[src/rtl/bridge_rom_downloader_if.sv]
// bridge_rom_downloader_if: bridge write bus plus halfword download handshake
interface bridge_rom_downloader_if #(
  parameter int ADDR_WIDTH = 24
);
  logic                  bridge_wr;
  logic [31:0]           bridge_addr;
  logic [31:0]           bridge_data;
  logic                  bridge_done;
  logic                  dl_valid;
  logic                  dl_ready;
  logic [ADDR_WIDTH-1:0] dl_addr;
  logic [15:0]           dl_data;
  logic                  dl_busy;
  logic                  dl_done;
  logic                  overflow;
  logic [21:0]           hw_count;
  modport master (
    output bridge_wr, bridge_addr, bridge_data, bridge_done, dl_ready,
    input  dl_valid, dl_addr, dl_data, dl_busy, dl_done, overflow, hw_count
  );
  modport slave (
    input  bridge_wr, bridge_addr, bridge_data, bridge_done, dl_ready,
    output dl_valid, dl_addr, dl_data, dl_busy, dl_done, overflow, hw_count
  );
endinterface

[src/rtl/bridge_rom_downloader.sv]
// bridge_rom_downloader: buffers bridge data-slot writes and replays them as 16-bit ROM loader writes
module bridge_rom_downloader #(
  parameter logic [7:0] WINDOW     = 8'h00,
  parameter int         FIFO_DEPTH = 16,
  parameter int         ADDR_WIDTH = 24
) (
  input logic clk,
  input logic reset,
  bridge_rom_downloader_if.slave bus
);
  localparam int PW = $clog2(FIFO_DEPTH);
  localparam int EW = ADDR_WIDTH + 30;
  localparam logic [PW:0] ONE = 1;
  localparam logic [1:0] IDLE = 2'd0, LO = 2'd1, HI = 2'd2;
  logic [EW-1:0] mem [FIFO_DEPTH];
  logic [PW:0] wp, rp, rp_n;
  logic [1:0] state;
  logic [EW-1:0] head, nxt;
  logic empty, full, cap, hs, pop, push, more;
  logic dl_valid, dl_done, overflow;
  logic [ADDR_WIDTH-1:0] dl_addr;
  logic [15:0] dl_data;
  logic [21:0] hw_count;
  // Head entry stays in the FIFO until its HI halfword is accepted; nxt feeds the bubble-free reload.
  always_comb begin
    rp_n = rp + ONE;
    head = mem[rp[PW-1:0]];
    nxt = mem[rp_n[PW-1:0]];
    empty = wp == rp;
    full = (wp[PW] != rp[PW]) && (wp[PW-1:0] == rp[PW-1:0]);
    cap = bus.bridge_wr && bus.bridge_addr[31:24] == WINDOW;
    hs = dl_valid && bus.dl_ready;
    pop = hs && state == HI;
    push = cap && (!full || pop);
    more = wp != rp_n;
  end
  // Storage array has no reset so it can map onto plain RAM.
  always_ff @(posedge clk)
    if (push) mem[wp[PW-1:0]] <= {bus.bridge_addr[ADDR_WIDTH-1:2], bus.bridge_data};
  // Pointers, status flags and the halfword output FSM.
  always_ff @(posedge clk or posedge reset)
    if (reset) begin
      wp <= '0;
      rp <= '0;
      state <= IDLE;
      dl_valid <= 1'b0;
      dl_addr <= '0;
      dl_data <= '0;
      dl_done <= 1'b0;
      overflow <= 1'b0;
      hw_count <= '0;
    end else begin
      if (push) wp <= wp + ONE;
      if (pop) rp <= rp_n;
      if (cap && full && !pop) overflow <= 1'b1;
      if (hs) hw_count <= hw_count + 22'd1;
      dl_done <= cap ? 1'b0 : (bus.bridge_done && empty && state == IDLE) ? 1'b1 : dl_done;
      case (state)
        IDLE: if (!empty) begin
          dl_addr <= {head[EW-1:32], 2'b00};
          dl_data <= head[15:0];
          dl_valid <= 1'b1;
          state <= LO;
        end
        LO: if (hs) begin
          dl_addr <= dl_addr + ADDR_WIDTH'(2);
          dl_data <= head[31:16];
          state <= HI;
        end
        HI: if (hs) begin
          if (more) begin
            dl_addr <= {nxt[EW-1:32], 2'b00};
            dl_data <= nxt[15:0];
            state <= LO;
          end else begin
            dl_valid <= 1'b0;
            state <= IDLE;
          end
        end
        default: begin
          dl_valid <= 1'b0;
          state <= IDLE;
        end
      endcase
    end
  assign bus.dl_valid = dl_valid;
  assign bus.dl_addr = dl_addr;
  assign bus.dl_data = dl_data;
  assign bus.dl_busy = !empty || state != IDLE;
  assign bus.dl_done = dl_done;
  assign bus.overflow = overflow;
  assign bus.hw_count = hw_count;
endmodule

[src/flat_wrapper.sv]
// flat-port wrapper written by rule: the top's interface ports become plain ports
module bridge_rom_downloader_flat 
#(
  parameter logic [7:0] WINDOW     = 8'h00,
  parameter int         FIFO_DEPTH = 16,
  parameter int         ADDR_WIDTH = 24
)
  (clk, reset, bus_bridge_wr, bus_bridge_addr, bus_bridge_data, bus_bridge_done, bus_dl_ready, bus_dl_valid, bus_dl_addr, bus_dl_data, bus_dl_busy, bus_dl_done, bus_overflow, bus_hw_count);
  bridge_rom_downloader_if #(.ADDR_WIDTH(ADDR_WIDTH)) bus_i ();
  input logic clk;
  input logic reset;
  input wire logic [$bits(bus_i.bridge_wr)-1:0] bus_bridge_wr;
  input wire logic [$bits(bus_i.bridge_addr)-1:0] bus_bridge_addr;
  input wire logic [$bits(bus_i.bridge_data)-1:0] bus_bridge_data;
  input wire logic [$bits(bus_i.bridge_done)-1:0] bus_bridge_done;
  input wire logic [$bits(bus_i.dl_ready)-1:0] bus_dl_ready;
  output wire logic [$bits(bus_i.dl_valid)-1:0] bus_dl_valid;
  output wire logic [$bits(bus_i.dl_addr)-1:0] bus_dl_addr;
  output wire logic [$bits(bus_i.dl_data)-1:0] bus_dl_data;
  output wire logic [$bits(bus_i.dl_busy)-1:0] bus_dl_busy;
  output wire logic [$bits(bus_i.dl_done)-1:0] bus_dl_done;
  output wire logic [$bits(bus_i.overflow)-1:0] bus_overflow;
  output wire logic [$bits(bus_i.hw_count)-1:0] bus_hw_count;
  assign bus_i.bridge_wr = bus_bridge_wr;
  assign bus_i.bridge_addr = bus_bridge_addr;
  assign bus_i.bridge_data = bus_bridge_data;
  assign bus_i.bridge_done = bus_bridge_done;
  assign bus_i.dl_ready = bus_dl_ready;
  assign bus_dl_valid = bus_i.dl_valid;
  assign bus_dl_addr = bus_i.dl_addr;
  assign bus_dl_data = bus_i.dl_data;
  assign bus_dl_busy = bus_i.dl_busy;
  assign bus_dl_done = bus_i.dl_done;
  assign bus_overflow = bus_i.overflow;
  assign bus_hw_count = bus_i.hw_count;
  bridge_rom_downloader #(.WINDOW(WINDOW), .FIFO_DEPTH(FIFO_DEPTH), .ADDR_WIDTH(ADDR_WIDTH)) u_core (.clk(clk), .reset(reset), .bus(bus_i));
endmodule
[config.mk]
export PLATFORM = sky130hd
export DESIGN_NAME = bridge_rom_downloader_flat
export DESIGN_NICKNAME = d
export VERILOG_FILES = /design/src/rtl/bridge_rom_downloader_if.sv /design/src/rtl/bridge_rom_downloader.sv /design/src/flat_wrapper.sv
export SDC_FILE = /design/constraint.sdc
export NUM_CORES = 1
export LEC_CHECK = 0
export CAP_MARGIN = 20
export CELL_PAD_IN_SITES_DETAIL_PLACEMENT = 0
export CELL_PAD_IN_SITES_GLOBAL_PLACEMENT = 2
export CORE_MARGIN = 2
export CORE_UTILIZATION = 50
export CTS_CLUSTER_DIAMETER = 120
export CTS_CLUSTER_SIZE = 12
export DETAILED_ROUTE_END_ITERATION = 10
export PLACE_DENSITY = 0.83
export SETUP_SLACK_MARGIN = 0.2
export SYNTH_ARGS = -nofsm -noshare
export SYNTH_HDL_FRONTEND = slang
export SYNTH_SLANG_ARGS = --single-unit
[constraint.sdc]
create_clock -name clk -period 10.01 [get_ports clk]
set_input_delay 2.5025 -clock clk [delete_from_list [all_inputs] [get_ports clk]]
set_output_delay 2.5025 -clock clk [all_outputs]
set_load 0.01 [all_outputs]
==> results of run 1 <==
[state kept, by name, indices dropped and copies added, names as in the netlist]
signal	count
u_core.bus.dl_addr	23
u_core.bus.dl_data	16
u_core.bus.dl_done	1
u_core.bus.dl_valid	1
u_core.bus.hw_count	22
u_core.bus.overflow	1
u_core.mem	864
u_core.rp	5
u_core.state	2
u_core.wp	5
[cell usage after synthesis (all sizes together), types with 7 or more instances]
library cell | instances | area [um2]
nand4 | 17 | 106
ha | 12 | 150
nor3 | 16 | 80.1
clkbuf | 31 | 116
o211ai | 9 | 67.6
mux2 | 14 | 158
xnor2 | 31 | 279
a221oi | 16 | 140
and3 | 17 | 106
a22oi | 8 | 60.1
edfxtp | 864 | 25900
nand2 | 102 | 383
mux2i | 104 | 1040
o21ai | 41 | 205
a211oi | 8 | 60.1
xor2 | 14 | 141
nand3 | 31 | 155
dfrtp | 76 | 1900
buf | 107 | 666
a21oi | 32 | 160
mux4 | 388 | 8740
o22ai | 30 | 188
o32ai | 7 | 61.3
nor2 | 40 | 150
inv | 10 | 37.5
nor2b | 10 | 62.6
[final cells by class]
cell class	count	area (um2)
sequential	940	27900
tap	1070	1340
timing repair buffer	177	1710
clock inverter	5	85.1
multi-input combinational	1007	13100
clock buffer	157	2500
inverter	11	43.8
antenna	2	5.00
fill	6127	35600
[kinds of logic (layout without fill, tap and decap cells)]
group | after synthesis | after routing
and+or+nand+nor | 258 | 258
muxes | 506 | 506
adders and majority gates | 12 | 12
DFF | 940 | 940
buffers and inverters | 149 | 350
AOI/OAI and AO/OA | 185 | 185
xor gates and xnor gates | 45 | 45
other | 1 | 3
[metrics by stage]
stage	util (%)	area (um2)	setup WS [ps]
3_5_place_dp	53.6	44100	3630
5_1_grt	56.7	46600	4070
6_report	56.7	46600	4270
4_1_cts	56.7	46600	4320
2_1_floorplan	-	41600	2280
3_3_place_gp	53.6	44100	3630
[power breakdown]
group          switching, uW  internal (uW)
combinational           2390           2430
sequential               279           4400
clock                   1420           1700
total                   4090           8530
[how the worst max path moves through the flow]
stage                          to  slack, ps  cells after the start
2_1_floorplan    u_core.mem[3][0]       2280                      6
3_3_place_gp   u_core.mem[15][22]       3630                      7
3_5_place_dp   u_core.mem[15][19]       3630                      7
4_1_cts        u_core.mem[15][26]       4320                      7
5_1_grt        u_core.mem[10][47]       4070                      7
6_report       u_core.mem[10][49]       4270                      7
[routing by layer]
| metal | vias up | part of all wire (%) | GRT usage, % |
|---|---|---|---|
| met1 | 12000 | 40 | 35.5 |
| met2 | 1060 | 49 | 40.8 |
| li1 | 9152 | - | - |
| met4 | 4 | 3.0 | 8.42 |
| met3 | 189 | 8.2 | 4.77 |
| met5 | - | 0.021 | 0 |
[worst max-delay path: stages]
cell and delay [ps]:
clkdlybuf4s50_1 500, and2_1 280, nand2_1 210, a31oi_2 490
nand2_1 330, nor2_4 860, buf_4 800
==> summary.md, run 1 <==
| Metric | Value |
|---|---|
| Result of the run | finished clean |
| CTS tree | built |
| Non-filler instance count after layout | 3369 |
| Static Leak | 0.0145 uW |
| IO buf count | 131 |
| Number of global-route vias before repair | 22900 |
| Post-Synth XOR/XNOR Area | 1.01% |
| GRT Total Usage | 25.4% |
| Worst-skew pair later-pin latency | 650 ps |
| Initial Utilization | 50.6% |
| YS warnings | 0 |
| TritonRoute pass-1 iters | 5 |
| Unrepaired setup endpoints after global routing | no |
| Skew final | 19.9 ps |
| Adder-cell area share of the yosys netlist | 0.361% |
| FF-to-FF Start | u_core.rp[1] |
| Hold Crit Start | u_core.bus.hw_count[21] |
| Final WL | 107000 um |
| Antenna Nets Post-Route | 0 |
| Fin nets | 2306 |
| HP Class | register to register |
| Hold buffers post-CTS | 0 |
| Row count | 105 |
| Post-synthesis sequential area ratio | 66.9% |
| Peak supply drop | 0.303 mV |
| Io pins | 135 |
| Core footprint | 0.0822 mm2 |
| Reg-to-reg endpoint | u_core.bus.dl_addr[21] |
| Worst-margin pin slew | 1130 ps |
| First-pass GRT wire length | 156000 um |
| Max-slew violations | 0 |
| Flop-to-flop setup slack | 5070 ps |
| Clock sink total | 940 |
| Fmax | 174 MHz |
| Worst Hold End | u_core.bus.hw_count[21] |
| # setup viols final | 0 |
| Synth Register Bits | 940 |
| CP Class | primary input to register |
| Routability cong. | 0.807 |
| Largest net degree at the start of global routing | 126 |
| Cell area after synthesis | 0.0416 mm2 |
| Pwr Density | 270 mW/mm2 |
| Hold depth | 1 |
| Final Hold Fails | 0 |
| CTS Root Cell | clkbuf_16 |
| H-tree Lvls | 3 |
| Setup crit start kind | primary input |
| Tmin final | 5740 ps |
| Compound-cell area share of the yosys netlist | 2.97% |
| Total power | 12600 uW |
| Period utilization | 57.4% |
| Syn Area/Cell | 19.9 um2 |
| Num CTS Buffers | 88 |
| WHS | 470 ps |
| Initial antenna violation count | 4 |
| Die Span Y | 293 um |
| TNS Setup | 0 ps |
| Largest family of logic cells by synthesized area | multiplexers |
| Mux contribution to synthesized area | 23.9% |
| Commonest non-fill, non-tap cell in the layout | edfxtp_1 |
| Worst r2r path cells | 9 |
| Most frequent cells in the layout | 864 x edfxtp_1, 388 x mux4_2, 131 x clkdlybuf4s50_1 |
| HPWL after detailed placement | 58000 um |
| Post-synth EDFFs | 864 |
| # resized after CTS | 0 |
| Slew Limit Headroom | 24.4% |
| Post-Syn Nets | 2177 |
| DRC Markers | 0 |
| Drt first-iter violations | 2442 |
| Placed cells | 3205 |
| Synth unique cells | 62 |
| Setup bufs post-CTS | 0 |
| Post-synthesis simple-gate area fraction | 2.94% |
| Die W | 293 um |
| Max-Cap Viols | 0 |
| Post-synth ARST share | 8.09% |
| Total number of vias | 22400 |
| Critical Path Start | bus_dl_ready |
| GRT overflow | 0 |
| DR WL/cell | 31.7 um |
| Via/cell ratio | 6.64 |
| WP data arrival | 6010 ps |
| Ys flop type | edfxtp_1 |
| Share of cells above drive strength 1 | 25.1% |
| Die footprint | 0.0856 mm2 |
| Reg clk slew, reported paths | 60 ps |
| Clock Path Buffers | 3 |
| Synthesized instance count | 2096 |
| Worst setup EP type | register |
| Area Growth Syn to Fin | 12.0% |
| Worst Path Max Fanout | 36 |
| Worst EP required | 10270 ps |
Power figures use the tool's default switching activity.
==> inputs of run 2 (changes only) <==
- CORE_UTILIZATION: 50 -> 48
- PLACE_DENSITY: 0.83 -> 0.8
- clock period: 10.01 -> 6 ns (I/O delays scaled with it)
==> run 2 against run 1 <==
Net effect: power rose by 67%; critical endpoint is now bus_dl_busy; die area rose by 4.1%; sequential cell count unchanged; via count is 0.50% lower; largest cell class unchanged; routed wire length is 0.14% lower; clock power rose by 64%; first-iteration DRC count decreased by 11%; clock skew is 7.7 ps higher.
==> summary.md, run 2 (synthesized netlist as in run 1, its figures left out) <==
| Metric | Value |
|---|---|
| HP Class | register to register |
| Most frequent cells in the layout | 864 x edfxtp_1, 388 x mux4_2, 131 x clkdlybuf4s50_1 |
| Max reg flops | 864 |
| # resized after CTS | 0 |
| Commonest non-fill, non-tap cell in the layout | edfxtp_1 |
| Via/cell ratio | 6.45 |
| FILL cells | 6554 |
| Result of the run | finished clean |
| Routability cong. | 0.801 |
| Clock Path Buffers | 3 |
| Non-filler instance count after layout | 3451 |
| Fin nets | 2316 |
| Period utilization | 73.5% |
| Initial antenna violation count | 7 |
| CP Class | register to output pin |
| Dpl cell area | 0.0444 mm2 |
| Placed cells | 3300 |
| H-tree Lvls | 3 |
| Core footprint | 0.0863 mm2 |
| Slew Limit Headroom | 17.3% |
| Worst Path Max Fanout | 45 |
| First-pass GRT wire length | 156000 um |
| HPWL after detailed placement | 59900 um |
| DRC Markers | 0 |
| Clock sink total | 940 |
| Initial Utilization | 48.2% |
| Final Cell Area | 0.0470 mm2 |
| Area Growth Syn to Fin | 12.8% |
| Number of global-route vias before repair | 23000 |
| Row count | 108 |
| Final WL | 107000 um |
| TritonRoute pass-1 iters | 5 |
| Hold buffers post-CTS | 0 |
| Final Hold Fails | 0 |
| Die Span Y | 299 um |
| Share of cells above drive strength 1 | 25.5% |
| Dpl ws | 1230 ps |
| DR WL/cell | 30.9 um |
| Num CTS Buffers | 88 |
| Total number of vias | 22300 |
| GRT overflow | 0 |
| Max-slew violations | 0 |
| Worst-skew pair later-pin latency | 650 ps |
| GRT Total Usage | 24.1% |
| CTS tree | built |
| Worst-margin pin slew | 1230 ps |
| Pwr Density | 449 mW/mm2 |
| Skew final | 27.6 ps |
| WP data arrival | 2910 ps |
| Reg clk slew, reported paths | 60 ps |
| Largest net degree at the start of global routing | 116 |
| Unrepaired setup endpoints after global routing | no |
| Peak supply drop | 0.462 mV |
| Antenna Nets Post-Route | 0 |
| Final WS setup | 1590 ps |
| Die W | 299 um |
| Static Leak | 0.0146 uW |
| Drt first-iter violations | 2169 |
| Fin util | 54.4% |
| Die footprint | 0.0891 mm2 |
| Setup crit start kind | register |
| Max-Cap Viols | 0 |
| Io pins | 135 |
| # setup viols final | 0 |
| Setup bufs post-CTS | 0 |
| Tmin final | 4410 ps |
| Worst EP required | 4500 ps |
| IO buf count | 131 |
| TNS Setup | 0 ps |
| Worst setup EP type | output pin |
| Fmax | 227 MHz |
| CTS Root Cell | clkbuf_16 |
[run 2: per-stage QoR]
stage,hold WS [ps],total power [uW]
CTS,475,21300
floorplan,498,13900
global route,497,22100
global placement,460,16100
finish,465,21100
detailed placement,462,16200
[run 2: metal layers]
metal  vias to the layer above  global-route usage, %  wire length, um
li1                       9150                      -                -
met1                     12000                   32.9            42500
met2                       950                   39.9            53000
met3                       182                   4.35             7920
met4                        10                   7.25             3110
met5                         -                      0               67
[run 2: final cells by class]
cell class	count	area, um2	share of cell area [%]
flip-flops and latches	940	27900	59.3
multi-input cells	1007	13100	28.0
clock buffers	145	2440	5.19
repair buffers	187	1960	4.17
well taps	1155	1450	3.08
clock inverters	5	97.6	0.208
inverters	11	43.8	0.0932
diodes	1	2.50	0.00533
[run 2: worst paths after layout]
path | depth (start not counted) | startpoint | slack [ps] | end
setup / recovery | 4 | u_core.rp[1] | 1590 | bus_dl_busy
hold / removal | 1 | u_core.bus.hw_count[21] | 470 | u_core.bus.hw_count[21]
setup reg to reg | 7 | u_core.rp[1] | 1900 | u_core.bus.dl_addr[8]
hold reg to reg | 1 | u_core.bus.hw_count[21] | 470 | u_core.bus.hw_count[21]
max in group asynchronous | 3 | reset | 3640 | u_core.rp[2]
min in group asynchronous | 2 | reset | 1360 | u_core.bus.dl_data[7]
[run 2: worst max-delay path: stages (launching register included)]
cell and delay [ps]:
dfrtp_4 970, xor2_1 120, and4bb_2 410, nand3_1 220, clkdlybuf4s50_1 550
[run 2: power by group]
group | internal (uW) | switching, uW
Sequential | 7340 | 416
Combinational | 4110 | 4140
Clock | 2770 | 2330
==> inputs of run 3 (changes only) <==
- clock period: 6 -> 4.44 ns (I/O delays scaled with it)
==> run 3 against run 2 <==
Net effect: first-iteration DRC count increased by 7.9%; sequential power increased by 34%; design area increased by 1.0%; power increased by 37%; sequential cell count unchanged; hold slack improved by 22 ps; setup slack got worse by 1100 ps; critical endpoint unchanged; clock power increased by 35%; largest power group unchanged.
==> summary.md, run 3 (synthesized netlist as in run 1, its figures left out) <==
| Metric | Value |
|---|---|
| Fmax | 256 MHz |
| DR WL/cell | 30.7 um |
| Row count | 108 |
| Reg clk slew, reported paths | 60 ps |
| Drt first-iter violations | 2340 |
| Worst EP required | 3330 ps |
| Core footprint | 0.0863 mm2 |
| Setup crit start kind | register |
| Largest net degree at the start of global routing | 83 |
| Setup bufs post-CTS | 0 |
| Sw Pwr | 9420 uW |
| Max-Cap Viols | 0 |
| IO buf count | 131 |
| Peak supply drop | 0.420 mV |
| Result of the run | finished clean |
| Via/cell ratio | 6.46 |
| Final WL | 107000 um |
| Most frequent cells in the layout | 864 x edfxtp_1, 388 x mux4_2, 131 x clkdlybuf4s50_1 |
| Pwr Density | 610 mW/mm2 |
| Hold buffers post-CTS | 0 |
| Unrepaired setup endpoints after global routing | no |
| Tmin final | 3900 ps |
| Static Leak | 0.0148 uW |
| H-tree Lvls | 3 |
| Clock sink total | 940 |
| WHS | 487 ps |
| Slew Limit Headroom | 31.8% |
| FILL cells | 6492 |
| GRT Total Usage | 24.1% |
| Num CTS Buffers | 88 |
| Global Route met2 Usage | 39.5% |
| Worst setup EP type | output pin |
| Dpl cell area | 0.0449 mm2 |
| Initial antenna violation count | 8 |
| Share of cells above drive strength 1 | 26.7% |
| Worst-margin pin slew | 1020 ps |
| Met3 usage | 4.45% |
| Power share of the clock group | 23.8% |
| HP Class | register to register |
| DRC Markers | 0 |
| GRT overflow | 0 |
| Antenna Nets Post-Route | 0 |
| Period utilization | 87.9% |
| Worst-skew pair later-pin latency | 650 ps |
| Power share of the sequential group | 35.8% |
| Max reg flops | 864 |
| Busiest grt layer | met2 |
| CTS Root Cell | clkbuf_16 |
| # setup viols final | 0 |
| Worst Path Max Fanout | 9 |
| Clock Path Buffers | 3 |
| CP Class | register to output pin |
| Fin nets | 2351 |
| Int Pwr | 19500 uW |
| Switching share of power | 32.6% |
| Skew final | 30.3 ps |
| Die footprint | 0.0891 mm2 |
| Die Span Y | 299 um |
| TritonRoute pass-1 iters | 5 |
| Io pins | 135 |
| Total number of vias | 22500 |
| Comb pwr share | 40.4% |
| Number of global-route vias before repair | 23100 |
| Die W | 299 um |
| Area Growth Syn to Fin | 14.0% |
| Max-slew violations | 0 |
| Final Cell Area | 0.0475 mm2 |
| Final Hold Fails | 0 |
| # resized after CTS | 0 |
| GR Util met1 | 33.5% |
| Commonest non-fill, non-tap cell in the layout | edfxtp_1 |
| WP data arrival | 2790 ps |
| HPWL after detailed placement | 62400 um |
| Routability cong. | 0.779 |
| First-pass GRT wire length | 156000 um |
| CTS tree | built |
| Initial Utilization | 48.2% |
[run 3: cell type report]
class	instances	area, um2	area share, %
timing repair buffer	222	2460	5.18
antenna	1	2.50	0.00527
inverter	11	43.8	0.0923
tap	1155	1450	3.04
sequential	940	27900	58.7
clock inverter	5	83.8	0.177
clock buffer	140	2440	5.14
multi-input combinational	1007	13100	27.7
[run 3: worst paths after layout]
kind,slack [ps],from,endpoint,depth (start not counted)
setup / recovery,540,u_core.wp[3],bus_dl_busy,4
hold / removal,490,u_core.bus.dl_data[14],u_core.bus.dl_data[14],2
setup reg to reg,1000,u_core.rp[0],u_core.bus.dl_data[2],7
hold reg to reg,490,u_core.bus.dl_data[14],u_core.bus.dl_data[14],2
max in group asynchronous,2640,reset,u_core.bus.dl_data[0],3
min in group asynchronous,960,reset,u_core.bus.hw_count[19],2
[run 3: power by group through the flow]
stage | clock network (uW) | registers [uW] | logic (uW)
final | 6900 | 10400 | 11700
after global placement | 0 | 10500 | 11700
after floorplan | 0 | 10400 | 8450
after detailed placement | 0 | 10500 | 11800
after CTS | 7070 | 10400 | 11800
after global routing | 7370 | 10400 | 12500
[run 3: worst max-delay path: stages, from the launching register on]
cell and delay (ps):
dfrtp_1 760, xnor2_1 230, and4bb_2 340, nand3_1 250
clkdlybuf4s50_1 570
[run 3: layer usage]
layer / part of all wire (%) / wire, um
met1: 41 / 43700
met3: 7.2 / 7720
met4: 2.6 / 2810
met2: 49 / 52500
met5: 0.070 / 75
[run 3: stage by stage]
stage,util [%],setup slack [ps],TNS (ps),std cells,power [uW]
after floorplan,-,-467,-194690,2096,18900
after global placement,52.0,495,0,3335,22200
after detailed placement,52.0,497,0,3335,22300
after CTS,55.0,469,0,3480,29200
after global routing,55.0,387,0,3480,30200
final,55.0,538,0,3481,28900
